$ cat src/rtl/fetch_unit_pkg.sv
// Shared definitions for the instruction fetch unit: opcode values,
// instruction field positions and the fetch FSM state encoding.
package fetch_unit_pkg;

  localparam logic [1:0] OP_R    = 2'b00;
  localparam logic [1:0] OP_ADDI = 2'b01;
  localparam logic [1:0] OP_LW   = 2'b10;
  localparam logic [1:0] OP_SW   = 2'b11;

  // Field positions within a 16-bit instruction word
  localparam int OPC_HI = 15;
  localparam int OPC_LO = 14;
  localparam int RS_HI  = 13;
  localparam int RS_LO  = 11;
  localparam int RT_HI  = 10;
  localparam int RT_LO  = 8;
  localparam int RD_HI  = 7;
  localparam int RD_LO  = 5;
  localparam int IMM_HI = 7;
  localparam int IMM_LO = 0;

  typedef enum logic [1:0] {
    ST_IDLE = 2'b00,
    ST_REQ  = 2'b01,
    ST_HOLD = 2'b10
  } fetch_state_e;

endpackage

$ cat src/rtl/fetch_unit.sv
// Instruction fetch unit: requests one word at a time from instruction memory,
// holds it for the decode stage and advances the PC on acceptance.
module fetch_unit
  import fetch_unit_pkg::*;
#(
  parameter int PC_WIDTH    = 8,
  parameter int INSTR_WIDTH = 16
) (
  input  logic                   clk,
  input  logic                   reset,
  input  logic                   run,
  input  logic                   redirect_en,
  input  logic [PC_WIDTH-1:0]    redirect_pc,
  output logic                   imem_req,
  output logic [PC_WIDTH-1:0]    imem_addr,
  input  logic                   imem_ack,
  input  logic [INSTR_WIDTH-1:0] imem_rdata,
  output logic                   instr_valid,
  input  logic                   instr_ready,
  output logic [1:0]             opcode,
  output logic [2:0]             rs,
  output logic [2:0]             rt,
  output logic [2:0]             rd,
  output logic [7:0]             imm,
  output logic [PC_WIDTH-1:0]    instr_pc
);

  localparam logic [PC_WIDTH-1:0] PC_ONE = PC_WIDTH'(1);

  fetch_state_e           state_q, state_d;
  logic [PC_WIDTH-1:0]    pc_q, pc_d;
  logic [PC_WIDTH-1:0]    hold_pc_q, hold_pc_d;
  logic [INSTR_WIDTH-1:0] hold_instr_q, hold_instr_d;

  always_comb begin
    state_d      = state_q;
    pc_d         = pc_q;
    hold_pc_d    = hold_pc_q;
    hold_instr_d = hold_instr_q;
    if (redirect_en) begin
      // Redirect wins over every handshake; an in-flight read keeps going at the new address
      pc_d = redirect_pc;
      if (state_q == ST_REQ) state_d = ST_REQ;
      else                   state_d = run ? ST_REQ : ST_IDLE;
    end else begin
      case (state_q)
        ST_IDLE: if (run) state_d = ST_REQ;
        ST_REQ: begin
          if (imem_ack) begin
            hold_instr_d = imem_rdata;
            hold_pc_d    = pc_q;
            state_d      = ST_HOLD;
          end
        end
        ST_HOLD: begin
          if (instr_ready) begin
            pc_d    = pc_q + PC_ONE;
            state_d = run ? ST_REQ : ST_IDLE;
          end
        end
        default: state_d = ST_IDLE;
      endcase
    end
  end

  always_ff @(posedge clk) begin
    if (reset) begin
      state_q      <= ST_IDLE;
      pc_q         <= '0;
      hold_pc_q    <= '0;
      hold_instr_q <= '0;
    end else begin
      state_q      <= state_d;
      pc_q         <= pc_d;
      hold_pc_q    <= hold_pc_d;
      hold_instr_q <= hold_instr_d;
    end
  end

  assign imem_req    = (state_q == ST_REQ);
  assign imem_addr   = pc_q;
  assign instr_valid = (state_q == ST_HOLD);
  assign opcode      = hold_instr_q[OPC_HI:OPC_LO];
  assign rs          = hold_instr_q[RS_HI:RS_LO];
  assign rt          = hold_instr_q[RT_HI:RT_LO];
  assign rd          = hold_instr_q[RD_HI:RD_LO];
  assign imm         = hold_instr_q[IMM_HI:IMM_LO];
  assign instr_pc    = hold_pc_q;

endmodule

$ cat config.mk
export PLATFORM = sky130hd
export DESIGN_NAME = fetch_unit
export DESIGN_NICKNAME = d
export VERILOG_FILES = /design/src/rtl/fetch_unit_pkg.sv /design/src/rtl/fetch_unit.sv
export SDC_FILE = /design/constraint.sdc
export NUM_CORES = 1
export LEC_CHECK = 0
export BUFFER_PORTS_ARGS = -buffer_cell sky130_fd_sc_hd__buf_4
export CORE_ASPECT_RATIO = 0.5
export CORE_UTILIZATION = 51
export CTS_BUF_LIST = sky130_fd_sc_hd__clkbuf_8
export DETAILED_ROUTE_END_ITERATION = 10
export HOLD_SLACK_MARGIN = 0.1
export PLACE_DENSITY = 0.85
export SLEW_MARGIN = 20
export SYNTH_ARGS = -nofsm -noshare
export SYNTH_HDL_FRONTEND = slang
export SYNTH_SLANG_ARGS = --single-unit
$ cat constraint.sdc
create_clock -name clk -period 2.7 [get_ports clk]
set_input_delay 0.405 -clock clk [delete_from_list [all_inputs] [get_ports clk]]
set_output_delay 0.405 -clock clk [all_outputs]
set_load 0.02 [all_outputs]
==> key figures, run 1 <==
Run status
  • Status: completed

Global route
  • First-pass GRT wire length: about 5.2 mm
  • Tot GR Track Use: 22.98%
  • Vias in the first global route: 1,170
  • Initial antenna violation count: 0
  • Largest net degree at the start of global routing: 35
  • Total gr overflow: 0

Power and ir drop
  • Clock share of power: about two fifths
  • Total power draw: 1.135 mW
  • Max VDD drop: 0.3167 mV
  • PwrDens: around 560 nW/um^2
  • Seq pwr share: between 40% and 50%
  • P_sw: 275.3 uW
  • LEAKAGE: 0.8724 nW
  • Sw frac: between 20% and 30%
  • Pint: approximately 860 uW
  • Gate power share: around an eighth

Clocking
  • Post-CTS Setup Repair Bufs: 0
  • Post-cts sizing count: 0
  • Reg clk slew, reported paths: ~0.070 ns
  • Hold Buf Count CTS: 0
  • CTS Buffer Depth: 2
  • CTS root buffer: clkbuf_8
  • Clk sinks: 34
  • TritonCTS clock tree: yes
  • H-Tree Depth: 2
  • Cts bufs inserted: 5
  • Clk_lat worst skew: ~0.28 ns

Synthesis
  • Register area share after synthesis: a little under half
  • Cell area after synthesis: roughly 1400 sq um
  • Commonest cells in the netlist: 50 x nand2_1, 34 x dfxtp_1, 26 x a21oi_1, 10 x nor2_1, 6 x buf_2
  • Post-synthesis mux area share: less than 1%
  • Adder-Cell Fraction of Synth Area: less than 1%
  • Synth Flop Type: dfxtp_1
  • Main combinational cell family by area after synthesis: simple AND/OR/NAND/NOR gates
  • FFs w/ async S/R, synth: 0%
  • Top cells by area, synth: dfxtp_1 48%, nand2_1 13%, a21oi_1 9.1%
  • XOR/XNOR Fraction of Synth Area: under 10%
  • Area leader, netlist: dfxtp_1
  • EDFF count, synth: 0
  • Post-synth top area share: 47.64%
  • Synth Instances: around 180
  • Count leader, synth: nand2_1
  • Avg Cell Area, Syn: 8.073 sq um
  • Yosys Warn Count: 0
  • Synth Net Count: about 210
  • Synth cell types: 33
  • #FFs+latches synth: 34
  • Compound-cell area share of the yosys netlist: approximately 18%
  • Simple-Gate Fraction of Synth Area: between 20% and 30%

Detailed routing
  • Initial detailed-routing violation count: 96
  • DRC: 0
  • DRT Pass-1 Iters: 6
  • Drt wl/cell: between 10 and 15 microns
  • Avg Vias per Cell: 5.259
  • Routed Wire Length: roughly 3.4 mm
  • Final ANT Viol Nets: 0
  • DR vias: around 1,400

Placement
  • DP Worst Slack: roughly 0.92 ns
  • IO buf count: 66
  • Final GP Congestion: 0.7192
  • HPWL after DPL: 2.448 mm

Worst setup path
  • Crit. Startpoint: state_q[1]$_SDFFE_PP0P_
  • Reg-to-reg setup timing slack: between 1 and 1.5 ns
  • Worst Setup Start Kind: flip-flop
  • Critical path arrival: 1.91 ns
  • Critical path depth: 4
  • Cell family with most CP delay: simple AND/OR/NAND/NOR gates
  • Slowest Stage Delay on Critical Path: approximately 0.65 ns
  • CP Buf/Inv Count: 1
  • Critical path required time: 2.91 ns
  • Worst path slowest cell: nor4bb_4
  • Worst reg2reg endpoint: instr_pc[3]$_SDFFE_PP0P_
  • Launching point of the worst reg2reg path: state_q[1]$_SDFFE_PP0P_
  • CP Class: flip-flop to flip-flop
  • CP max FO: 15
  • Cells along the critical path: nor4bb_4 -> buf_4 -> nand2_1 -> a21oi_1
  • Worst setup path end: instr_pc[3]$_SDFFE_PP0P_
  • CP endpoint kind: flip-flop
  • Cells on worst reg2reg path: 4

Floorplan
  • # rows: 13
  • Die height: 39.43 microns
  • Num ports: 67
  • Starting Density: 54.56%
  • Core area: approximately 2600 sq um
  • Die Width: ~77 microns
  • Die area: 3030 sq um

Timing
  • Fin. Hold Viols: 0
  • Worst slew margin: roughly 60%
  • Setup violators final: 0
  • Period utilisation layout: between 60% and 70%
  • Fmax: between 500 and 600 MHz
  • Final Critical Period: ~1.7 ns
  • Setup_tns: 0 ns
  • RSZ-0062 raised after global routing: false
  • Worst Max-Slew Pin Slew: 0.6240 ns
  • Pins over their slew limit: 0
  • Clock Skews: between 0.006 and 0.007 ns
  • PnR worst setup slack: around 1 ns

Final layout
  • Ratio of cells with drive above 1 in the final layout: roughly 32%
  • N_diodes: 0
  • Nets: about 270
  • Area Overhead vs Synth: 41.68%

Worst hold path
  • Class of the worst hold path: input port to flip-flop

Job
  • Maximum capacitance violations: 0
## how the worst min path moves through the flow
stage | depth (start not counted) | startpoint | end
5_1_grt | 3 | imem_rdata[2] | hold_instr_q[2]$_SDFFE_PP0P_
2_1_floorplan | 2 | hold_instr_q[0]$_SDFFE_PP0P_ | hold_instr_q[0]$_SDFFE_PP0P_
4_1_cts | 3 | imem_rdata[10] | hold_instr_q[10]$_SDFFE_PP0P_
3_3_place_gp | 2 | instr_pc[4]$_SDFFE_PP0P_ | instr_pc[4]$_SDFFE_PP0P_
6_report | 3 | imem_rdata[9] | hold_instr_q[9]$_SDFFE_PP0P_
3_5_place_dp | 2 | hold_instr_q[9]$_SDFFE_PP0P_ | hold_instr_q[9]$_SDFFE_PP0P_
## routing by layer
layer	track usage, %	vias to the layer above	wire [microns]
met5	0	-	0
met4	7.212	0	22
met3	6.744	3	159
met2	41.52	37	1730
met1	27.30	686	1509
li1	-	715	-
## power groups by stage
| stage | sequential, mW | clock, mW | combinational (mW) |
|---|---|---|---|
| 2_1_floorplan | 0.565 | 0 | 0.0571 |
| 3_3_place_gp | 0.551 | 0 | 0.142 |
| 3_5_place_dp | 0.551 | 0 | 0.146 |
| 4_1_cts | 0.540 | 0.452 | 0.146 |
| 5_1_grt | 0.543 | 0.481 | 0.157 |
| 6_report | 0.540 | 0.450 | 0.145 |
## cell families after synthesis
family	count (synthesis)
multiplexers	1
AND/OR/NAND/NOR	79
buffers and inverters	18
flip-flops	34
XOR/XNOR	2
adder cells (fa/ha/maj)	1
AO/OA/AOI/OAI	42
## flip-flops by register name (all words and copies together) (netlist names)
register      count
hold_instr_q     16
imem_addr         8
instr_pc          8
state_q           2
## final cells by class
cell class | instances | area, sq um
tap | 37 | 46.29
clock inverter | 3 | 37.54
timing repair buffer | 68 | 510.5
multi-input combinational | 125 | 673.1
clock buffer | 5 | 68.82
sequential | 34 | 680.7
fill | 199 | 594.3
inverter | 2 | 7.507
## tightest hold or removal path: cells and delay by family
kind | cells | cell delay, ns
buffers and inverters | 1 | 0.11
AOI/OAI and AO/OA | 1 | 0.05
and+or+nand+nor | 1 | 0.04
## through the flow
step           cells  hold slack, ns  util [%]  instance area, sq um
2_1_floorplan    177          0.5333         -                  1429
3_3_place_gp     266          0.4436     73.24                  1918
3_5_place_dp     266          0.4497     73.24                  1918
4_1_cts          274          0.3622     77.31                  2024
5_1_grt          274          0.3576     77.31                  2024
6_report         274          0.3614     77.31                  2024
## placed cells by master, fill, tap and decap left out, types with 2 or more instances in the layout
cell type / synthesis / layout
a211oi_1: 4 / 4
a21oi_1: 26 / 26
a311oi_1: 4 / 4
buf_4: 4 / 68
clkbuf_8: 0 / 5
dfxtp_1: 34 / 34
inv_1: 2 / 4
nand2_1: 50 / 50
nand3_1: 3 / 3
nor2_1: 10 / 10
o21ai_0: 4 / 4
or3_1: 3 / 3
or4_1: 2 / 2
xor2_1: 2 / 2
Note: power is estimated with default switching activity, not from simulation.
==> run 2, diff against run 1 <==
- CORE_UTILIZATION: 51 -> 47
- PLACE_DENSITY: 0.85 -> 0.79
- clock period: 2.7 -> 1.6 ns (I/O delays scaled with it)
==> run 2 against run 1 <==
Effect of this change:
- register-to-register slack worse by 0.86 ns
- worst setup slack got worse by 0.86 ns
- critical path depth fell by 1
- design area rose by 1.3%
- fmax grew 17%
- first-iteration DRC count fell by 34%
- non-clock buffer count rose by 5
- critical endpoint is now imem_addr[7]$_SDFFE_PP0P_
==> key figures, run 2 (same netlist as run 1, synthesis figures left out) <==
Clocking
  • Post-CTS Setup Repair Bufs: 0 (unchanged)
  • Hold Buf Count CTS: 0 (unchanged)
  • Clk_lat worst skew: 0.29 ns (was 0.28 ns)
  • H-Tree Depth: 2 (unchanged)
  • Clk sinks: 34 (unchanged)
  • Reg clk slew, reported paths: 0.07 ns (about the same)
  • Cts bufs inserted: 5 (unchanged)
  • TritonCTS clock tree: yes (unchanged)
  • CTS Buffer Depth: 2 (unchanged)
  • CTS root buffer: clkbuf_8 (unchanged)
  • Post-cts sizing count: 0 (unchanged)

Timing
  • RSZ-0062 raised after global routing: false (unchanged)
  • Hold WS: 0.1961 ns (was 0.3614 ns)
  • Fin. Hold Viols: 0 (unchanged)
  • Worst slew margin: 67.68% (was 58.34%)
  • Setup_tns: 0 ns (unchanged)
  • Period utilisation layout: 90.95% (was 62.86%)
  • Worst Max-Slew Pin Slew: 0.4842 ns (was 0.6240 ns)
  • Fmax: 687.2 MHz (was 589.2 MHz)
  • Final Critical Period: 1.455 ns (was 1.697 ns)
  • Clock Skews: 0.006686 ns (was 0.006636 ns)
  • Setup violators final: 0 (unchanged)
  • Pins over their slew limit: 0 (unchanged)

Floorplan
  • Core area: 2733 sq um (was 2619 sq um)
  • Die height: 40.99 microns (was 39.43 microns)
  • # rows: 13 (unchanged)
  • Starting Density: 52.29% (was 54.56%)
  • Die Width: 79.98 microns (was 76.86 microns)
  • Die area: 3278 sq um (was 3030 sq um)
  • Num ports: 67 (unchanged)

Global route
  • Vias in the first global route: 1,246 (was 1,170)
  • Total gr overflow: 0 (unchanged)
  • First-pass GRT wire length: 5.492 mm (was 5.175 mm)
  • Initial antenna violation count: 0 (unchanged)
  • Tot GR Track Use: 23.06% (was 22.98%)
  • Largest net degree at the start of global routing: 35 (unchanged)

Placement
  • IO buf count: 66 (unchanged)
  • HPWL after DPL: 2.424 mm (was 2.448 mm)
  • Final GP Congestion: 0.8263 (was 0.7192)

Power and ir drop
  • Total power draw: 1.822 mW (was 1.135 mW)
  • LEAKAGE: 0.8851 nW (was 0.8724 nW)
  • Max VDD drop: 0.5263 mV (was 0.3167 mV)
  • PwrDens: 888.6 nW/um^2 (was 560.8 nW/um^2)

Final layout
  • Number of flip-flops under the largest register name: 16 (unchanged)
  • Most common cell after layout, fill and taps aside: buf_4 (unchanged)
  • Most frequent cells in the layout: 73 x buf_4, 50 x nand2_1, 34 x dfxtp_1 (was 68 x buf_4, 50 x nand2_1, 34 x dfxtp_1)
  • Nets: 272 (was 267)
  • Biggest register: hold_instr_q (unchanged)
  • Area Overhead vs Synth: 43.52% (was 41.68%)
  • Fillers: 225 (was 199)
  • Ratio of cells with drive above 1 in the final layout: 34.71% (was 32.49%)
  • N_diodes: 0 (unchanged)

Detailed routing
  • Routed Wire Length: 3.545 mm (was 3.421 mm)
  • Final ANT Viol Nets: 0 (unchanged)
  • Avg Vias per Cell: 5.158 (was 5.259)
  • DRC: 0 (unchanged)
  • Initial detailed-routing violation count: 63 (was 96)
  • DR vias: 1,439 (was 1,441)
  • Drt wl/cell: 12.71 microns (was 12.49 microns)
  • DRT Pass-1 Iters: 4 (was 6)

Worst setup path
  • Worst setup path end: imem_addr[7]$_SDFFE_PP0P_ (was instr_pc[3]$_SDFFE_PP0P_)
  • Critical path required time: 1.78 ns (was 2.91 ns)
  • Launching point of the worst reg2reg path: imem_addr[2]$_SDFFE_PP0P_ (was state_q[1]$_SDFFE_PP0P_)
  • Crit. Startpoint: imem_addr[2]$_SDFFE_PP0P_ (was state_q[1]$_SDFFE_PP0P_)
  • CP max FO: 7 (was 15)
  • Cells on worst reg2reg path: 3 (was 4)
  • CP Class: flip-flop to flip-flop (unchanged)
  • Worst Setup Start Kind: flip-flop (unchanged)
  • CP endpoint kind: flip-flop (unchanged)
  • Reg-to-reg setup timing slack: 0.14 ns (was 1.00 ns)
  • Worst reg2reg endpoint: imem_addr[7]$_SDFFE_PP0P_ (was instr_pc[3]$_SDFFE_PP0P_)
  • Critical path arrival: 1.64 ns (was 1.91 ns)

Worst hold path
  • Class of the worst hold path: input port to flip-flop (unchanged)
  • Hold_sp: imem_rdata[14] (was imem_rdata[9])

Run status
  • Status: completed (unchanged)

Job
  • Maximum capacitance violations: 0 (unchanged)
run 2: cell types whose count changed in the layout (fill, tap and decap cells not counted):
cell | previous run | this run
clkbuf_8 | 5 | 6
inv_1 | 4 | 2
bufinv_16 | 1 | 0
clkinv_2 | 0 | 1
buf_4 | 68 | 73
clkinvlp_4 | 0 | 1
run 2: per-stage QoR:
stage / util [%] / cells / area [sq um] / worst slack, ns
global route: 75.05 / 279 / 2051 / 0.008793
finish: 75.05 / 279 / 2051 / 0.1448
CTS: 75.05 / 279 / 2051 / 0.1301
global placement: 71.57 / 271 / 1956 / 0.2154
floorplan: - / 177 / 1429 / 0.1016
detailed placement: 71.57 / 271 / 1956 / 0.1539
run 2: layer usage:
| metal | wire [microns] | up-vias | track usage [%] |
|---|---|---|---|
| met3 | 233 | 9 | 6.000 |
| li1 | - | 733 | - |
| met1 | 1677 | 654 | 28.10 |
| met2 | 1573 | 43 | 40.38 |
| met4 | 60 | 0 | 10.27 |
| met5 | 0 | - | 0 |
run 2: critical path: stages, from the launching register on:
cell and delay (ns):
dfxtp_1 0.45, nand4_1 0.17, or4_1 0.55, and3_1 0.19
run 2: power breakdown:
part / switching (mW) / internal, mW
registers: 0.0259 / 0.876
logic: 0.137 / 0.131
clock network: 0.307 / 0.345
run 2: final cells by class:
class	instances	area [sq um]	area share, %
Clock buffer	6	82.58	4.027
Clock inverter	2	12.51	0.6101
Inverter	2	7.507	0.3661
Multi-Input combinational cell	125	673.1	32.82
Sequential cell	34	680.7	33.19
Tap cell	37	46.29	2.257
Timing Repair Buffer	73	548.0	26.72
run 2: how the worst min path moves through the flow:
stage,end,slack (ns),cells after the start
after floorplan,hold_instr_q[0]$_SDFFE_PP0P_,0.38,2
after detailed placement,hold_instr_q[8]$_SDFFE_PP0P_,0.45,2
after global routing,hold_instr_q[14]$_SDFFE_PP0P_,0.19,3
after global placement,hold_instr_q[15]$_SDFFE_PP0P_,0.44,2
final,hold_instr_q[14]$_SDFFE_PP0P_,0.20,3
after CTS,hold_instr_q[14]$_SDFFE_PP0P_,0.19,3
